--- src/rtl/paint_sched.sv ---
// paint_sched: expands each brush position into a square of frame-buffer pixel writes.
// Define PAINT_CLEAR_EN to turn size code 3'b111 into a whole-canvas clear command.
module paint_sched #(
    parameter int WIDTH  = 160,
    parameter int HEIGHT = 120,
    parameter int AW     = 15
) (
    input  logic          clk,
    input  logic          reset,
    input  logic          updateConfig,
    input  logic          updatePosition,
    input  logic          brushUpdate,
    input  logic [7:0]    x,
    input  logic [7:0]    y,
    input  logic [2:0]    newColorUpdate,
    input  logic          wrGnt,
    output logic          wrReq,
    output logic [AW-1:0] waddr,
    output logic [2:0]    wdata,
    output logic          busy,
    output logic          dropped,
    output logic [1:0]    dbg_state
);

    // Handshake: wrReq/waddr/wdata stay constant until a cycle with wrReq & wrGnt,
    // and the write is taken at the rising edge closing that cycle.
    localparam logic [1:0] S_IDLE  = 2'd0;
    localparam logic [1:0] S_PAINT = 2'd1;
`ifdef PAINT_CLEAR_EN
    localparam logic [1:0]    S_CLEAR   = 2'd2;
    localparam logic [AW-1:0] LAST_ADDR = AW'(WIDTH * HEIGHT - 1);
`endif
    localparam logic [9:0] W10 = 10'(WIDTH);
    localparam logic [9:0] H10 = 10'(HEIGHT);

    logic [1:0]    state;
    logic [2:0]    size, color, sr, scol;
    logic          pv;
    logic [7:0]    px, py, cx, cy;
    logic [3:0]    dx, dy;
    logic [9:0]    col, row;
    logic [AW-1:0] pix_addr;
    logic          inb, adv, row_end, last_px, free, start_new;
    logic          clr_cmd, clr_done;
    logic [7:0]    nx, ny;

`ifdef PAINT_CLEAR_EN
    logic          clr_req, clr_go;
    logic [AW-1:0] caddr;
    assign clr_cmd  = updateConfig & brushUpdate & (newColorUpdate == 3'b111);
    assign clr_done = (state == S_CLEAR) & wrGnt & (caddr == LAST_ADDR);
    assign clr_go   = clr_req | clr_cmd;
`else
    assign clr_cmd  = 1'b0;
    assign clr_done = 1'b0;
`endif

    // Offsets are 4-bit two's complement; the 10-bit sum exposes negatives in bit 9.
    assign col      = {2'b00, cx} + {{6{dx[3]}}, dx};
    assign row      = {2'b00, cy} + {{6{dy[3]}}, dy};
    assign inb      = !col[9] && (col < W10) && !row[9] && (row < H10);
    assign pix_addr = AW'(row) * AW'(WIDTH) + AW'(col);

    assign adv       = (state == S_PAINT) && (!inb || wrGnt);
    assign row_end   = (dx == {1'b0, sr});
    assign last_px   = adv && row_end && (dy == {1'b0, sr});
    assign free      = (state == S_IDLE) || last_px || clr_done;
    assign start_new = updatePosition || pv;
    assign nx        = updatePosition ? x : px;
    assign ny        = updatePosition ? y : py;

    assign busy      = (state != S_IDLE);
    assign dbg_state = state;

    always_comb begin
        wrReq = (state == S_PAINT) && inb;
        waddr = '0;
        wdata = 3'b000;
        if (wrReq) begin
            waddr = pix_addr;
            wdata = scol;
        end
`ifdef PAINT_CLEAR_EN
        if (state == S_CLEAR) begin
            wrReq = 1'b1;
            waddr = caddr;
            wdata = 3'b000;
        end
`endif
    end

    always_ff @(posedge clk) begin
        if (reset) begin
            state   <= S_IDLE;
            size    <= 3'b000;
            color   <= 3'b111;
            pv      <= 1'b0;
            px      <= 8'd0;
            py      <= 8'd0;
            cx      <= 8'd0;
            cy      <= 8'd0;
            sr      <= 3'b000;
            scol    <= 3'b000;
            dx      <= 4'd0;
            dy      <= 4'd0;
            dropped <= 1'b0;
`ifdef PAINT_CLEAR_EN
            clr_req <= 1'b0;
            caddr   <= '0;
`endif
        end else begin
            dropped <= 1'b0;
            if (updateConfig) begin
                if (!brushUpdate)
                    color <= newColorUpdate;
                else if (!clr_cmd)
                    size <= newColorUpdate;
            end
`ifdef PAINT_CLEAR_EN
            if (clr_cmd)
                clr_req <= 1'b1;
            if (state == S_CLEAR && wrGnt)
                caddr <= caddr + AW'(1);
`endif
            if (free) begin
`ifdef PAINT_CLEAR_EN
                // A queued clear runs before any pending position.
                if (clr_go) begin
                    state   <= S_CLEAR;
                    caddr   <= '0;
                    clr_req <= 1'b0;
                    if (updatePosition) begin
                        pv      <= 1'b1;
                        px      <= x;
                        py      <= y;
                        dropped <= pv;
                    end
                end else
`endif
                if (start_new) begin
                    state   <= S_PAINT;
                    cx      <= nx;
                    cy      <= ny;
                    sr      <= size;
                    scol    <= color;
                    dx      <= 4'd0 - {1'b0, size};
                    dy      <= 4'd0 - {1'b0, size};
                    pv      <= 1'b0;
                    dropped <= updatePosition & pv;
                end else begin
                    state <= S_IDLE;
                end
            end else begin
                if (updatePosition) begin
                    pv      <= 1'b1;
                    px      <= x;
                    py      <= y;
                    dropped <= pv;
                end
                if (adv) begin
                    if (row_end) begin
                        dx <= 4'd0 - {1'b0, sr};
                        dy <= dy + 4'd1;
                    end else begin
                        dx <= dx + 4'd1;
                    end
                end
            end
        end
    end

endmodule

--- config.mk ---
export PLATFORM = sky130hd
export DESIGN_NAME = paint_sched
export DESIGN_NICKNAME = d
export VERILOG_FILES = /design/src/rtl/paint_sched.sv
export SDC_FILE = /design/constraint.sdc
export NUM_CORES = 1
export LEC_CHECK = 0
export CAP_MARGIN = 20
export CORE_ASPECT_RATIO = 1.2
export CORE_MARGIN = 5
export CORE_UTILIZATION = 50
export CTS_CLUSTER_DIAMETER = 80
export CTS_CLUSTER_SIZE = 40
export DETAILED_ROUTE_END_ITERATION = 6
export PLACE_DENSITY = 0.76
export SLEW_MARGIN = 20
export SYNTH_ARGS = -nofsm -noshare
export SYNTH_HDL_FRONTEND = slang
export SYNTH_SLANG_ARGS = --single-unit
--- constraint.sdc ---
create_clock -name clk -period 7.4 [get_ports clk]
set_clock_uncertainty 0.15 [all_clocks]
set_input_delay 1.48 -clock clk [delete_from_list [all_inputs] [get_ports clk]]
set_output_delay 1.48 -clock clk [all_outputs]
set_load 0.01 [all_outputs]
* Yosys cells after proc, flatten, opt, wreduce, memory -nomap -nowiden
Cells that the tools add are included.
Cells by class: order comparisons 2, bitwise logic cells 2, $add $sub $neg 7, multipliers 1, equal/unequal tests 4, mux-type cells 18, reduce and logical (&&, ||, !) cells 24
Operator list (count):
- two-way mux 4 bit | 7
- adder 9 x 4 -> 10 bit | 2
- two-way mux 8 bit | 2
- adder 15 x 10 -> 15 bit | 1
- two-way mux 15 bit | 1
- < comparator 10 x 7 -> 1 bit (second input constant) | 1
- < comparator 10 x 8 -> 1 bit (second input constant) | 1
- multiplier 10 x 3 -> 10 bit (second input constant) | 1
- AND reduction 2 bit | 5
- adder 4 x 1 -> 4 bit (second input constant) | 2
- == test 4 x 3 -> 1 bit | 2
- nonzero test 2 bit | 4
- subtractor 1 x 3 -> 4 bit (first input constant) | 2
- logical AND 1 bit | 7
- two-way mux 1 bit | 7
- logical NOT 1 bit | 3
- logical OR 1 bit | 3
- two-way mux 3 bit | 1
- AND reduction 3 bit | 1
- == test 2 x 1 -> 1 bit (second input constant) | 1
- logical NOT 2 bit | 1
- != test 2 x 1 -> 1 bit (second input constant) | 1
- bitwise AND 1 bit | 1
- NOT 1 bit | 1
Word-level totals: register bits 56, output and inout bits 23, word-level logic and storage cells 71, bits of input ports 25

* Longest topological paths before layout
Gate-level depths: netlist of the first run.
depth in word-level cells 13, mapped depth 17, depth with buffers taken out 17

* Worst setup path before layout of the first run
Ideal clock, no wire load.
path kind flip-flop to output port, start register dy[0], end output port waddr[14], required time 5770 ps, stages on the path, launching flop included 17, path slack 2394 ps, arrival 3376 ps, buffers on the path 0, cells stage by stage dfxtp_1 -> ha_1 -> inv_1 -> fa_1 -> nand2b_1 -> a21oi_1 -> xnor2_1 -> ha_1 -> fa_1 -> a21o_1 -> a21oi_1 -> o21bai_1 -> a21oi_1 -> xnor2_1 -> xnor2_1 -> xnor2_1 -> nor2_1
Between the ends: word-level cells in the longest chain between the ends 6, elaborated cells between the ends (all ways) 9, classes of those cells 2 x add/sub; 1 x mul; 1 x order compare; 1 x mux; 4 x reduce/logical
Ends and longest elaborated chain:
- start, declared | line 40 | logic [3:0] dx, dy;
- start signal, assigned | line 147 | dy <= 4'd0 - {1'b0, size};
- start signal, assigned | line 163 | dy <= dy + 4'd1;
- adder 9 x 4 -> 10 bit (*) | line 60 | assign row = {2'b00, cy} + {{6{dy[3]}}, dy};
- branches (longest 4 deep; another with adder 15 x 10 -> 15 bit)
- two-way mux 15 bit (*) | line 79 | if (wrReq) begin
- end, declared | line 18 | output logic [AW-1:0] waddr,
Mark *: on every way between the ends.

* Worst setup path in the final report of the first run
Ends and elaborated chain as after synthesis.

==> results of run 1 <==
[how the worst max path moves through the flow]
stage | from | end | slack [ps]
final | dy[0]$_SDFFE_PP0P_ | waddr[14] | 1320
after floorplan | dy[0]$_SDFFE_PP0P_ | waddr[14] | 2390
after global routing | dy[0]$_SDFFE_PP0P_ | waddr[14] | 950
after CTS | dy[0]$_SDFFE_PP0P_ | waddr[14] | 1300
after global placement | dy[0]$_SDFFE_PP0P_ | waddr[14] | 1760
after detailed placement | dy[0]$_SDFFE_PP0P_ | waddr[14] | 1650
[state kept, by name (all words and copies together) (netlist names)]
register   cells
dy             4
cy             8
px             8
size           3
dropped        1
cx             8
pv             1
sr             3
dx             4
py             8
color          3
dbg_state      1
scol           3
[placed cells by master, fill, tap and decap left out, types with 14 or more instances in the layout]
cell and count:
sky130_fd_sc_hd__a21oi_1 42, sky130_fd_sc_hd__a311oi_1 16, sky130_fd_sc_hd__clkdlybuf4s50_1 46, sky130_fd_sc_hd__dfxtp_1 55, sky130_fd_sc_hd__ha_1 38, sky130_fd_sc_hd__inv_1 18, sky130_fd_sc_hd__mux2i_1 35, sky130_fd_sc_hd__nand2_1 52
sky130_fd_sc_hd__nand3_1 14, sky130_fd_sc_hd__nor2_1 26, sky130_fd_sc_hd__o21ai_0 17, sky130_fd_sc_hd__xnor2_1 22, sky130_fd_sc_hd__xor2_1 17
[stage by stage]
step | area (sq um) | setup slack, ps
6_report | 4650 | 1320
2_1_floorplan | 4050 | 2390
3_5_place_dp | 4540 | 1650
3_3_place_gp | 4530 | 1760
5_1_grt | 4650 | 954
4_1_cts | 4650 | 1300
[cells in the mapped netlist, drive strengths merged, types with 2 or more instances]
master  number  area share
nor3         8      0.0099
clkbuf      15       0.014
nand3       14       0.017
buf          9       0.017
and4         2      0.0043
a21oi       42       0.052
or4          2      0.0037
or3          4      0.0062
nor2b        3      0.0046
nor4         2      0.0083
a21o         8       0.015
or2          2      0.0031
mux2         3      0.0083
o21a         2      0.0037
mux2i       35       0.087
o22ai        3      0.0046
xnor2       22       0.048
xor2        17       0.037
o21bai       3      0.0056
maj3         2      0.0049
nand2       52       0.048
ha          38        0.12
o31ai        4      0.0074
a31oi        6      0.0093
o21ai       19       0.023
a211oi       7       0.013
nand2b       4      0.0062
a311oi      16       0.035
o221a        4       0.011
and2         9       0.014
inv         19       0.018
nand4        5      0.0093
fa           4       0.020
dfxtp       55        0.27
nor2        27       0.025
o211ai       2      0.0037
[area by class of cell]
class	count	area, sq um	area share
Multi-Input combinational cell	379	2770	0.595
Sequential cell	55	1100	0.237
Timing Repair Buffer	49	483	0.104
Tap cell	95	119	0.0256
Inverter	19	71.3	0.0153
Clock buffer	5	68.8	0.0148
Clock inverter	2	37.5	0.00808
[metal layers]
| layer | routed length, microns | global-route usage | vias to the layer above |
|---|---|---|---|
| met1 | 4120 | 0.236 | 1603 |
| met3 | 391 | 0.0216 | 14 |
| met4 | 135 | 0.0594 | 0 |
| met5 | 0 | 0 | - |
| met2 | 4150 | 0.303 | 77 |
| li1 | - | - | 1781 |
[worst register-to-register path, delay by kind of cell, from the launching register on]
family / cells / cell delay, ps
AND/OR/NAND/NOR: 3 / 670
AO/OA/AOI/OAI: 3 / 1080
adder cells (fa/ha/maj): 2 / 600
buffers and inverters: 2 / 360
XOR/XNOR: 1 / 200
multiplexers: 1 / 280
flip-flops: 1 / 450
[report_power, final]
part           internal, mW  leakage [nW]  switching [mW]
sequential            0.366         0.452          0.0789
combinational         0.647          1.48           0.765
clock                0.0990        0.0502          0.0976
[kinds of logic (layout without fill, tap and decap cells)]
family	after synthesis	count (layout)	share of synthesized area
other	1	1	0.000926
AND/OR/NAND/NOR	137	137	0.166
flip-flops	55	55	0.272
multiplexers	38	38	0.0948
AO/OA/AOI/OAI	120	120	0.192
buffers and inverters	43	75	0.0485
adder cells (fa/ha/maj)	44	44	0.142
XOR/XNOR	39	39	0.0843
==> results by stage, run 1 <==
GRT:
- The largest net degree at the start of global routing is 43.
- Global routing finished with a remaining overflow of 0.
- The number of antenna violations at the first check in global routing came to 0.
- The first global-routing pass estimated ~15,000 microns of wire.
- The number of global-route vias before repair came to 3,332.
- The overall track demand over capacity in global routing is 0.179.

Setup path:
- In this run the critical register-to-register path is captured at py[7]$_SDFFE_PP0P_.
- On the worst path, the slowest cell contributes a delay of 550 ps.
- The category of cells accounting for the largest share of critical-path delay is adder cells.
- The critical-path cell with the highest stage delay is sky130_fd_sc_hd__clkdlybuf4s50_1.
- The element type at the critical path end is an output port.
- STA puts the critical path data arrival time at 4450 ps.
- The worst setup path is of the reg2out kind.
- The combined buffer and inverter count along the critical path is 2.
- The setup slack of the most critical reg-to-reg path is 3530 ps.
- The critical path goes through ha_1, inv_1, fa_1, nand2b_1, a211oi_1, o21ai_0, nand2b_1, xor2_1, ha_1, ha_1, a21oi_1, o21bai_1, a21oi_1, xnor2_1, xnor2_1, xnor2_1, nor2_1, clkdlybuf4s50_1.
- The required time at the worst-slack endpoint is 5770 ps.
- The depth of the worst register-to-register path is 12.
- The startpoint identified for the worst register-to-register timing path is dy[0]$_SDFFE_PP0P_.
- In this run the worst path has a maximum fanout of 7.
- The count of cell instances traversed by the critical path is 18.
- The worst setup path is launched from a flip-flop.

Floorplan:
- The core outline area is 0.00802 sq mm.
- The height of the die is 109 microns.
- The cell row count is 36.
- The die is 92.2 microns wide.
- For this design the top-level I/O count stands at 48.
- For this configuration, the core starts out at a cell density of 0.505.
- The die footprint is 0.0100 sq mm.

Clocking:
- After clock tree synthesis, the flow added hold-fix buffers numbering 0.
- The TritonCTS clock tree is done.
- CTS placed an instance of sky130_fd_sc_hd__clkbuf_8 at the clock tree root.
- After clock tree synthesis, the clock-pin slew on the worst setup and hold paths is 90 ps.
- Clock tree synthesis inserted a total of 5 buffers.
- The clock sink count is 55.
- After clock tree synthesis, the setup repair step added 0 buffers.
- The longest clock path from root to sink contains 2 buffers.
- The H-tree was split into 2 levels.
- The clock reaches the later pin of the worst-skew pair after approximately 310 ps.
- In this run, post-CTS repair resized a total of 0 instances.

Routing:
- The remaining number of nets flagged by the antenna check after routing is 0.
- The routed wire length per instance is 14.6 microns.
- The detailed router placed 3,475 vias in this run.
- After detailed routing, the total wire length is 8790 microns.
- Before antenna repair, the detailed router went through 4 iterations.
- Dividing the detail-routed via count by the number of cells gives approximately 5.8.
- The total DRC errors in the routed layout is 0.
- The number of DRC violations after detailed-routing iteration 0 is around 270.

Placement:
- The congestion estimate from routability-driven global placement came to 0.943.
- The wire-length estimate of the detail-placed layout is 6710 microns.
- Buffers placed on the I/O ports in this run total 46.
- The instance count after placement with tap cells included is 597.

Yosys:
- The primary flip-flop cell chosen by synthesis mapping is sky130_fd_sc_hd__dfxtp_1.
- The cell area that synthesis handed to floorplanning was about 0.0041 sq mm.
- The share of the Yosys chip area taken by registers is 0.272.
- The number of library cell types mapped by synthesis is around 50.
- The number of enable-type register cells in the synthesized netlist is 0.
- The share of flip-flops with an asynchronous set or reset is 0.
- After synthesis, the mean cell area works out to about 8.5 sq um.
- The flip-flop and latch count after synthesis is 55.
- The post-synthesis instance total is 477.
- Yosys printed 0 warnings.
- The post-synthesis net count is 544.

Timing:
- Setup violations remaining at the end of the flow were counted as 0.
- The worst hold slack is 313 ps.
- The worst pin sits at a relative slew slack of 0.310.
- For this run, the top clock speed supported by timing is approximately 0.16 GHz.
- The final hold violation count is 0.
- The final sum of negative setup slack is 0 ps.
- The minimum period implied by the final worst setup slack is between 6000 and 7000 ps.
- Setup repair after global routing left no endpoint under its margin.
- At the pin with the least slew margin, the transition time is 1030 ps.
- The total count of max-transition violations in the final report was 0.
- The final worst-path cycle share is 0.822.

Cells and area:
- 0 antenna diodes ended up in the layout.
- The filler cell count is ~730.
- The net count of the finished layout is 576.
- The synthesis-to-finish area growth is 14.7%.
- In the final layout, the share of cells above drive strength 1 is 0.0491.
- The post-route non-filler standard cell count is 604.
- Once layout is complete, the utilization of the core stands at 0.580.

Run:
- The count of max-cap constraint violations is 0.

Hold path:
- The worst hold path belongs to the class reg2reg.
- The start point of the worst hold path is px[6]$_SDFFE_PP0P_.
- For hold timing, the worst endpoint is px[6]$_SDFFE_PP0P_.
- Along the worst hold path, the cell count comes to 2.

Power:
- The power per cell area is around 440 mW/mm^2.
- The leakage power summed over all cells is 1.98 nW.
- The largest vdd supply drop is 195 uV.
- The post-layout total power is 2.05 mW.

Outcome:
- The run finished with clean final reports.
Power figures use the tool's default switching activity.
==> run 2: changes to the inputs <==
clock period = 5.8 ns   (was 7.4 ns; I/O delays follow)
==> run 2 against run 1 <==
Against the previous run: non-clock buffer count increased by 2; critical path depth decreased by 1; via count decreased by 1.7%; critical endpoint unchanged; highest routed layer unchanged.
==> results by stage, run 2 (synthesis gave the netlist of run 1 again) <==
Timing:
- The final hold violation count is 0 (unchanged).
- The slew at the pin closest to its max-slew limit is 753 ps (-278 ps).
- The achievable clock frequency is 0.182 GHz.
- The minimum period implied by the final worst setup slack is 5500 ps.
- The worst-case headroom to the max-slew limit is 0.497 (+0.187).
- The final sum of negative setup slack came to 0 ps (unchanged).
- The final count of negative-setup-slack endpoints came to 0 (unchanged).
- The worst setup margin was 305 ps (-1010 ps).
- The final worst-path cycle share is 0.947.
- The total count of max-transition violations in the final report is 0 (unchanged).

Routing:
- The via total after detailed routing is 3,416 (-1.7%).
- The post-detailed-route via-to-cell ratio is 5.63 (-2.2%).
- The wire length reported by the detailed router is 8620 microns (-2.0%).
- The number of search-and-repair iterations in the first detailed-routing pass is 4 (unchanged).
- The total DRC errors in the routed layout is 0 (unchanged).
- The number of DRC violations after detailed-routing iteration 0 came to 263 (-1.9%).
- The remaining number of nets flagged by the antenna check after routing is 0 (unchanged).
- The routed wire length per instance is 14.2 microns (-2.5%).

Power:
- The largest vdd supply drop is 246 uV (+26%).
- The leakage power summed over all cells was 2.01 nW (+1.1%).
- The power per cell area was 557 mW/mm^2 (+26%).
- The post-layout total power came to 2.62 mW (+28%).

Floorplan:
- The core outline area is 0.00802 sq mm (unchanged).
- The die footprint is 0.0100 sq mm (unchanged).
- The I/O pin count is 48 (unchanged).
- The overall die width is 92.2 microns (unchanged).
- The effective utilization at floorplan came to 0.505 (unchanged).
- The height of the die came to 109 microns (unchanged).
- The cell row count is 36 (unchanged).

Run:
- The count of max-cap constraint violations is 0 (unchanged).

Hold path:
- The start point of the worst hold path is px[6]$_SDFFE_PP0P_.
- The type of the most critical hold path is reg2reg.

Placement:
- The HPWL reported at the end of detailed placement was 6640 microns (-1.1%).
- The total of buffers placed on input and output ports was 46 (unchanged).
- The placed standard-cell area is 0.00455 sq mm (+0.17%).
- The instance count after placement with tap cells included is 599 (+0.34%).
- The global placement routability congestion is 0.921 (-2.3%).
- The placement-stage worst setup slack came to 418 ps (-1230 ps).

GRT:
- The overall overflow remaining after global route is 0 (unchanged).
- The number of global-route vias before repair was 3,249 (-2.5%).
- The overall track demand over capacity in global routing is 0.177 (-0.00143).
- The largest net degree at the start of global routing was 43 (unchanged).
- The number of antenna violations at the first check in global routing is 0 (unchanged).
- The first-pass GRT wire length came to 14,900 microns (-1.1%).

Setup path:
- The worst setup path is launched from a flip-flop.
- The worst flop-to-flop path startpoint is dx[3]$_SDFFE_PP0P_.
- The worst setup path is of the reg2out kind.
- The worst setup path is captured at an output port.
- The critical path starts at dy[0]$_SDFFE_PP0P_.
- The required time at the worst-slack endpoint is 4490 ps (-1280 ps).
- The endpoint arrival time on the critical path came to 4190 ps (-260 ps).
- The peak fanout along the critical path is 7 (unchanged).

Clocking:
- The clock transition at the registers of the reported paths is 90 ps (about the same).
- The clock sink count is 55 (unchanged).
- CTS placed an instance of sky130_fd_sc_hd__clkbuf_8 at the clock tree root.
- The clock latency on the worst-skew pair is 310 ps (about the same).
- The number of levels in the clock H-tree is 2 (unchanged).
- The count of buffers added by post-CTS timing repair for setup is 0 (unchanged).
- TritonCTS built the clock tree.
- The maximum root-to-sink buffer count is 2 (unchanged).
- The total CTS buffers is 5 (unchanged).

Cells and area:
- The post-route non-filler standard cell count is 607 (+0.50%).
- Leaving out fill and tap cells, the most frequent cell in the layout is sky130_fd_sc_hd__dfxtp_1.
- The number of antenna diodes is 0 (unchanged).
- The design area came to 0.00470 sq mm (+1.2%).
- The share of final-layout standard cells stronger than drive strength 1 is 0.0742 (+0.0251).
- The net count of the finished layout was 578 (+0.35%).
- Relative to the synthesized area, the layout overhead comes to 16.1%.
- The top cell types in the final layout, fill and taps aside, are sky130_fd_sc_hd__dfxtp_1, sky130_fd_sc_hd__nand2_1, sky130_fd_sc_hd__clkdlybuf4s50_1, sky130_fd_sc_hd__a21oi_1, sky130_fd_sc_hd__ha_1.

Outcome:
- The flow ran to the end, and the final reports show no timing, DRC or antenna violations.
==> run 2: cell count changes in the layout (fill, tap and decap cells not counted), sizes merged <==
| cell | delta |
|---|---|
| inv | +1 |
| buf | +2 |
| bufinv | -1 |
| clkinv | +1 |
==> run 2: worst paths after layout <==
path / end / slack [ps] / cells past startpoint
worst min register to register: px[6]$_SDFFE_PP0P_ / 310 / 2
worst max register to register: px[7]$_SDFFE_PP0P_ / 2000 / 10
worst min-delay path: px[6]$_SDFFE_PP0P_ / 310 / 2
worst max-delay path: waddr[14] / 300 / 17
==> run 2: metal layers <==
metal	vias up	global-route usage	wire, microns
met5	-	0	0
met4	0	0.0446	106
met3	9	0.0209	319
met2	62	0.313	4130
met1	1561	0.231	4060
li1	1784	-	-
==> run 2: power breakdown <==
group | internal, mW | leakage (nW) | total [mW] | switching [mW]
Sequential | 0.468 | 0.453 | 0.571 | 0.102
Combinational | 0.852 | 1.51 | 1.84 | 0.983
Clock | 0.0873 | 0.0461 | 0.213 | 0.125
==> run 2: area by class of cell <==
cell class | instances | area (sq um)
clock buffer | 5 | 68.8
fill | 737 | 3320
clock inverter | 3 | 23.8
inverter | 19 | 71.3
tap | 95 | 119
timing repair buffer | 51 | 498
multi-input combinational | 379 | 2810
sequential | 55 | 1110
==> run 2: critical path, cell delays in order (launching register included) <==
cell and delay, ps:
sky130_fd_sc_hd__dfxtp_4 390, sky130_fd_sc_hd__ha_1 170, sky130_fd_sc_hd__inv_1 60, sky130_fd_sc_hd__fa_1 390, sky130_fd_sc_hd__nand2b_1 200, sky130_fd_sc_hd__a21oi_2 170
sky130_fd_sc_hd__xnor2_2 150, sky130_fd_sc_hd__ha_1 300, sky130_fd_sc_hd__fa_1 460, sky130_fd_sc_hd__a21o_1 180, sky130_fd_sc_hd__a21oi_2 170, sky130_fd_sc_hd__o21bai_1 80
sky130_fd_sc_hd__a21oi_1 180, sky130_fd_sc_hd__xnor2_1 150, sky130_fd_sc_hd__xnor2_1 150, sky130_fd_sc_hd__xnor2_1 90, sky130_fd_sc_hd__nor2_1 80, sky130_fd_sc_hd__clkdlybuf4s50_1 530
==> run 2: timing repair <==
action / in CTS / in global routing
gates resized for setup: 0 / 11
setup endpoints to repair: 0 / 3
hold buffers: 0 / 0
==> run 2: through the flow <==
step	hold WS, ps	util
after floorplan	282	-
after detailed placement	296	0.567
after global placement	290	0.567
final	311	0.586
after global routing	339	0.586
after CTS	313	0.579
==> run 3: changes to the inputs <==
CTS_CLUSTER_DIAMETER = not set   (was 80)
==> results of run 3 <==
Final layout, timing and power as in run 2 (identical DEF).
